### config.mk
export PLATFORM = sky130hd
export DESIGN_NAME = serial_subtractor
export DESIGN_NICKNAME = d
export VERILOG_FILES = /design/src/rtl/serial_subtractor.sv
export SDC_FILE = /design/constraint.sdc
export NUM_CORES = 1
export LEC_CHECK = 0
export ABC_AREA = 1
export CAP_MARGIN = 40
export CORE_MARGIN = 2
export CORE_UTILIZATION = 30
export CTS_BUF_LIST = sky130_fd_sc_hd__clkbuf_4 sky130_fd_sc_hd__clkbuf_8 sky130_fd_sc_hd__clkbuf_16
export DETAILED_ROUTE_END_ITERATION = 8
export GPL_TIMING_DRIVEN = 0
export SLEW_MARGIN = 20
export SYNTH_ARGS = -nofsm -noshare
export SYNTH_HDL_FRONTEND = slang
export SYNTH_SLANG_ARGS = --single-unit
### constraint.sdc
create_clock -name clk -period 3.74 [get_ports clk]
set_input_delay 0.748 -clock clk [delete_from_list [all_inputs] [get_ports clk]]
set_output_delay 0.748 -clock clk [all_outputs]
set_load 0.01 [all_outputs]
### src/rtl/serial_subtractor.sv
`default_nettype none
// +----------------------------------------------------------------------------+
// | Module  : serial_subtractor                                                |
// | Desc    : Bit-serial WIDTH-bit subtractor, LSB first, registered borrow.   |
// |           Optional SERIAL_SUBTRACTOR_OVERFLOW_EN adds a signed overflow.   |
// | Revision: 1.0 - initial release                                            |
// +----------------------------------------------------------------------------+
module serial_subtractor #(
  parameter int WIDTH = 8
) (
  input  logic             clk,
  input  logic             rst_n,
  input  logic             start,
  input  logic [WIDTH-1:0] minuend,
  input  logic [WIDTH-1:0] subtrahend,
  input  logic             borrow_in,
  output logic             ready,
  output logic             busy,
  output logic             done,
  output logic [WIDTH-1:0] difference,
`ifdef SERIAL_SUBTRACTOR_OVERFLOW_EN
  output logic             borrow_out,
  output logic             overflow
`else
  output logic             borrow_out
`endif
);

  localparam int CW = $clog2(WIDTH);

  localparam logic [1:0] c_idle  = 2'd0;
  localparam logic [1:0] c_shift = 2'd1;
  localparam logic [1:0] c_done  = 2'd2;

  logic [1:0]       r_state;
  logic [WIDTH-1:0] r_a;
  logic [WIDTH-1:0] r_b;
  logic [WIDTH-1:0] r_res;
  logic [CW-1:0]    r_cnt;
  logic             r_br;
  logic [WIDTH-1:0] r_diff;
  logic             r_bout;

  logic             w_a;
  logic             w_b;
  logic             w_d;
  logic             w_br_next;
  logic [WIDTH-1:0] w_res_next;
  logic             w_last;

  assign w_a        = r_a[0];
  assign w_b        = r_b[0];
  assign w_d        = w_a ^ w_b ^ r_br;
  assign w_br_next  = (~w_a & w_b) | (~(w_a ^ w_b) & r_br);
  // Result fills from the MSB so the first (LSB) bit lands in bit 0 after WIDTH shifts.
  assign w_res_next = {w_d, r_res[WIDTH-1:1]};
  assign w_last     = (r_cnt == CW'(WIDTH - 1));

  always_ff @(posedge clk or negedge rst_n) begin
    if (!rst_n) begin
      r_state <= c_idle;
      r_a     <= '0;
      r_b     <= '0;
      r_res   <= '0;
      r_cnt   <= '0;
      r_br    <= 1'b0;
      r_diff  <= '0;
      r_bout  <= 1'b0;
    end else begin
      case (r_state)
        c_idle: begin
          if (start) begin
            r_a     <= minuend;
            r_b     <= subtrahend;
            r_br    <= borrow_in;
            r_cnt   <= '0;
            r_state <= c_shift;
          end
        end
        c_shift: begin
          r_a   <= r_a >> 1;
          r_b   <= r_b >> 1;
          r_br  <= w_br_next;
          r_res <= w_res_next;
          r_cnt <= r_cnt + 1'b1;
          if (w_last) begin
            r_diff  <= w_res_next;
            r_bout  <= w_br_next;
            r_state <= c_done;
          end
        end
        c_done:  r_state <= c_idle;
        default: r_state <= c_idle;
      endcase
    end
  end

`ifdef SERIAL_SUBTRACTOR_OVERFLOW_EN
  // Operand MSBs are shifted out of r_a/r_b, so keep a copy for the overflow test.
  logic r_a_msb;
  logic r_b_msb;
  logic r_ovf;

  always_ff @(posedge clk or negedge rst_n) begin
    if (!rst_n) begin
      r_a_msb <= 1'b0;
      r_b_msb <= 1'b0;
      r_ovf   <= 1'b0;
    end else begin
      if (r_state == c_idle && start) begin
        r_a_msb <= minuend[WIDTH-1];
        r_b_msb <= subtrahend[WIDTH-1];
      end
      if (r_state == c_shift && w_last) begin
        r_ovf <= (r_a_msb != r_b_msb) && (w_d != r_a_msb);
      end
    end
  end

  assign overflow = r_ovf;
`endif

  assign ready      = (r_state == c_idle);
  assign busy       = (r_state == c_shift);
  assign done       = (r_state == c_done);
  assign difference = r_diff;
  assign borrow_out = r_bout;

endmodule
`default_nettype wire

After elaboration in Yosys (flattened, before gate mapping)
Index checks and enable logic that the tools add are counted.
{ "classes": {"n_addsub": 1, "eq_ne": 5, "muxes": 11, "bitwise_logic": 7, "reduce_logical": 5} }
{ "op_table": {"columns": ["cell", "n"], "rows": [
  ["one-hot mux 8 bit (2 select lines)", 2],
  ["two-way mux 8 bit", 2],
  ["one-hot mux 3 bit (2 select lines)", 1],
  ["AND reduction 2 bit", 3],
  ["two-way mux 2 bit", 2],
  ["one-hot mux 2 bit (2 select lines)", 1],
  ["adder 3 x 1 -> 3 bit (second input constant)", 1],
  ["equality test 3 bit (second input constant)", 1],
  ["two-way mux 3 bit", 1],
  ["AND 1 bit", 2],
  ["equality test 2 x 1 -> 1 bit (second input constant)", 1],
  ["equality test 2 bit (second input constant)", 1],
  ["logical NOT 2 bit", 1],
  ["inequality test 2 x 1 -> 1 bit (second input constant)", 1],
  ["inequality test 2 bit (second input constant)", 1],
  ["NOT 1 bit", 2],
  ["one-hot mux 1 bit (2 select lines)", 1],
  ["nonzero test 2 bit", 1],
  ["XOR 1 bit", 2],
  ["two-way mux 1 bit", 1],
  ["bitwise OR 1 bit", 1]
]} }
{ "totals": {"register_bits": 39, "in_bits": 20, "out_inout_bits": 12, "wordCells": 37} }

Depth between registers and ports, before layout
{ "logic_depth": {"ltp_word": 5, "ltp_mapped": 7, "mapped_depth_nobuf": 6} }

Least setup slack after synthesis
OpenSTA, ideal clock, no wires.
{ "synth_timing": {"path_type": "reg-to-output", "from": "register r_state[0]", "to": "output port done", "arrival_ns": 0.903, "t_required_ns": 2.992, "slack_ns": 2.089, "stages_incl_launch_ff": 4, "path_buffers": 2, "path_cell_list": "dfrtp_1 buf_4 clkbuf_1 nor2_1"} }
{ "synth_between": {"elab_chain_cells": 1} }
{ "synth_lines": {"columns": ["item", "line_no", "rtl"], "rows": [
  ["start: declaration", "35", "logic [1:0] r_state;"],
  ["start signal: assignment", "61", "r_state <= c_idle;"],
  ["start signal: assignment", "77", "r_state <= c_shift;"],
  ["start signal: assignment", "89", "r_state <= c_done;"],
  ["equality test 2 bit", "125", "assign done = (r_state == c_done);"],
  ["end: declaration", "19", "output logic done,"]
]} }
Every way passes these cells.

Worst setup path in the final report
Ends and elaborated chain as after synthesis.

==> flow_summary.ini <==
[critical_path]
crit_path_end_kind = output pin
max_stage_delay_ns = 0.55
cp_top_family = buffers and inverters
reg2reg_to = difference[4]$_DFFE_PN0P_
critical_path.slowest_cell = clkdlybuf4s50_1
start_kind = flip-flop
r2r_setup_slack_ns = 2.26
crit_chain = buf_4 > clkbuf_1 > nor2_1 > clkdlybuf4s50_1
cp.arrival_ns = 1.85
critPathMaxFanout = 10
cp.buffers_inverters = 3
r2r-start = r_cnt[0]$_DFFE_PN0P_
critPathKind = reg2out
rr_worst_depth = 5
cp.required_ns = 2.99

[detailed_routing]
via_per_inst = 4.22
avgRoutedWirePerCell_um = 10.9
wl_mm = 3.63
vias = 1408
antenna_left = 0
dr.pass1.iters = 4
drt_iter0_markers = 96
drc = 0

[sta]
finalHoldViolCount = 0
fin_skew_ns = 0.00486
rsz0062_at_grt = no
timing.final.crit_period_ns = 2.60
tns_ns = 0
period_share = 0.694
slew_headroom = 0.687
slew_violations = 0
setup_viol = 0
max_slew.worst_pin.slew_ns = 0.470
clock.fmax_mhz = 385

[cts]
cts_hold_buf = 0
clk_latency_ns = 0.29
cts.root.buffer_cell = clkbuf_8
clk_pin_slew_worst_paths_ns = 0.07
htreeDepth = 2
clock_sinks = 38
cts_resized = 0
postCtsSetupRepairBufs = 0
cts_buffers = 5
clockBufferDepth = 2
cts_tree = built

[global_route]
grt_pass1_vias = 1505
grt_pass1_wl_mm = 6.51
overflow = 0
track_usage = 0.129
grt_max_degree = 30
antenna_found_initial = 0

[floorplanning]
die_y_um = 81.3
start_util = 0.306
fp.dieArea_sq_mm = 0.00661
dieWidth_um = 81.3
rows = 28
io_pins = 32
fp.coreArea_sq_mm = 0.00585

[synth]
synth_top_area_frac = 0.531
syn_area_per_cell_sq_um = 8.18
syn_inst = 219
synth_seq_area_share = 0.531
ys_warn_count = 0
synth.distinct_cells = 19
synth_top_area_cell = dfrtp_1
ys_top_cells_by_area = dfrtp_1, nand2_1, inv_1, nand3_1, o21ai_0
ys_seq_elements = 38
synthesis.area_sq_mm = 0.00179
synth.net_count = 242

[pwr]
power_mw = 1.76
vdd_drop_max_v = 0.000262
power_leakage_nw = 1.23
power.density_mw_per_mm2 = 759

[cells_and_area]
finish.utilization = 0.397
fill_cells = 606
fin_nets = 281
area_delta_synth_final_pct = 29.5
drive_gt1_frac = 0.116
antenna_cells = 0

[placement]
io_buffer_count = 31
place_congestion = 0.732
dp_hpwl_mm = 2.56

[flow_run]
max_cap_viol_count = 0

[outcome]
status = finished, final reports clean

[worst_hold_path]
hp-class = in2async
==> cells in the final DEF, fill, tap and decap left out <==
cell	synthesis	layout
a21oi_1	2	2
buf_12	0	1
buf_2	2	3
buf_4	2	2
buf_6	2	2
buf_8	1	1
clkbuf_1	1	1
clkbuf_8	0	8
clkdlybuf4s50_1	0	30
dfrtp_1	38	38
fa_1	1	1
ha_1	2	2
inv_1	40	40
inv_2	1	1
inv_4	1	1
nand2_1	77	77
nand2_2	8	8
nand2_4	2	2
nand3_1	18	18
nor2_1	3	3
nor2_4	1	1
o21ai_0	17	17
==> state kept, by name (all words and copies together) (netlist names) <==
name / flops
borrow_out: 1
r_cnt: 3
r_a: 8
r_state: 2
r_b: 8
r_br: 1
r_res: 7
difference: 8
==> cell type report <==
type | count | area (sq um) | share of cell area
Buffer | 8 | 66.3 | 0.0286
Clock buffer | 8 | 110 | 0.0474
Inverter | 42 | 160 | 0.0690
Multi-Input combinational cell | 131 | 614 | 0.265
Sequential cell | 38 | 951 | 0.410
Tap cell | 75 | 93.8 | 0.0404
Timing Repair Buffer | 32 | 325 | 0.140
==> report_power, final <==
group	internal (mW)	switching [mW]	leakage [nW]	total [mW]
Sequential	0.596	0.0969	0.475	0.693
Combinational	0.331	0.410	0.699	0.741
Clock	0.186	0.142	0.0575	0.328
Total	1.11	0.649	1.23	1.76
==> worst register-to-register path, cell delays in order, from the launching register on <==
cell and delay [ns]:
dfrtp_1 0.40, ha_1 0.20, ha_1 0.21, nand2_2 0.19
buf_2 0.25, o21ai_0 0.11
==> Yosys cell counts <==
cell      count
nand2_1      77
ha_1          2
inv_2         1
buf_4         2
clkbuf_1      1
nor2_1        3
inv_1        40
o21ai_0      17
nand2_2       8
nand3_1      18
nand2_4       2
dfrtp_1      38
a21oi_1       2
buf_2         2
nor2_4        1
fa_1          1
inv_4         1
buf_6         2
buf_8         1
==> worst max-delay path by stage <==
stage | startpoint | to | cells after the start
floorplan | r_state[0]$_DFFE_PN0P_ | done | 3
global placement | rst_n | r_a[3]$_DFFE_PN0P_ | 1
detailed placement | r_state[0]$_DFFE_PN0P_ | done | 4
CTS | r_state[0]$_DFFE_PN0P_ | done | 4
global route | r_state[0]$_DFFE_PN0P_ | done | 4
finish | r_state[0]$_DFFE_PN0P_ | done | 4
==> through the flow <==
step           worst slack (ns)  instances  hold slack [ns]  cell area, sq um
2_1_floorplan              2.09        219            0.442              1790
3_3_place_gp               1.00        325            0.459              2200
3_5_place_dp               1.43        326            0.465              2210
4_1_cts                    1.11        334            0.316              2320
5_1_grt                    1.01        334            0.323              2320
6_report                   1.14        334            0.319              2320
==> per-layer routing <==
metal,share of wire,track usage,wire length [um],vias up
met5,0,0,0,-
met4,0.019,0.0559,69,0
met3,0.051,0.0344,184,5
met2,0.45,0.212,1650,25
met1,0.48,0.159,1720,653
li1,-,-,-,725
==> logic make-up (layout without fill, tap and decap cells) <==
| logic type | after synthesis | count (layout) | share of synthesized area |
|---|---|---|---|
| adders and majority gates | 3 | 3 | 0.0251 |
| DFF | 38 | 38 | 0.531 |
| buffers and inverters | 50 | 90 | 0.126 |
| AOI/OAI and AO/OA | 19 | 19 | 0.0531 |
| and+or+nand+nor | 109 | 109 | 0.265 |
No activity file was read; power rests on OpenSTA's default activity.
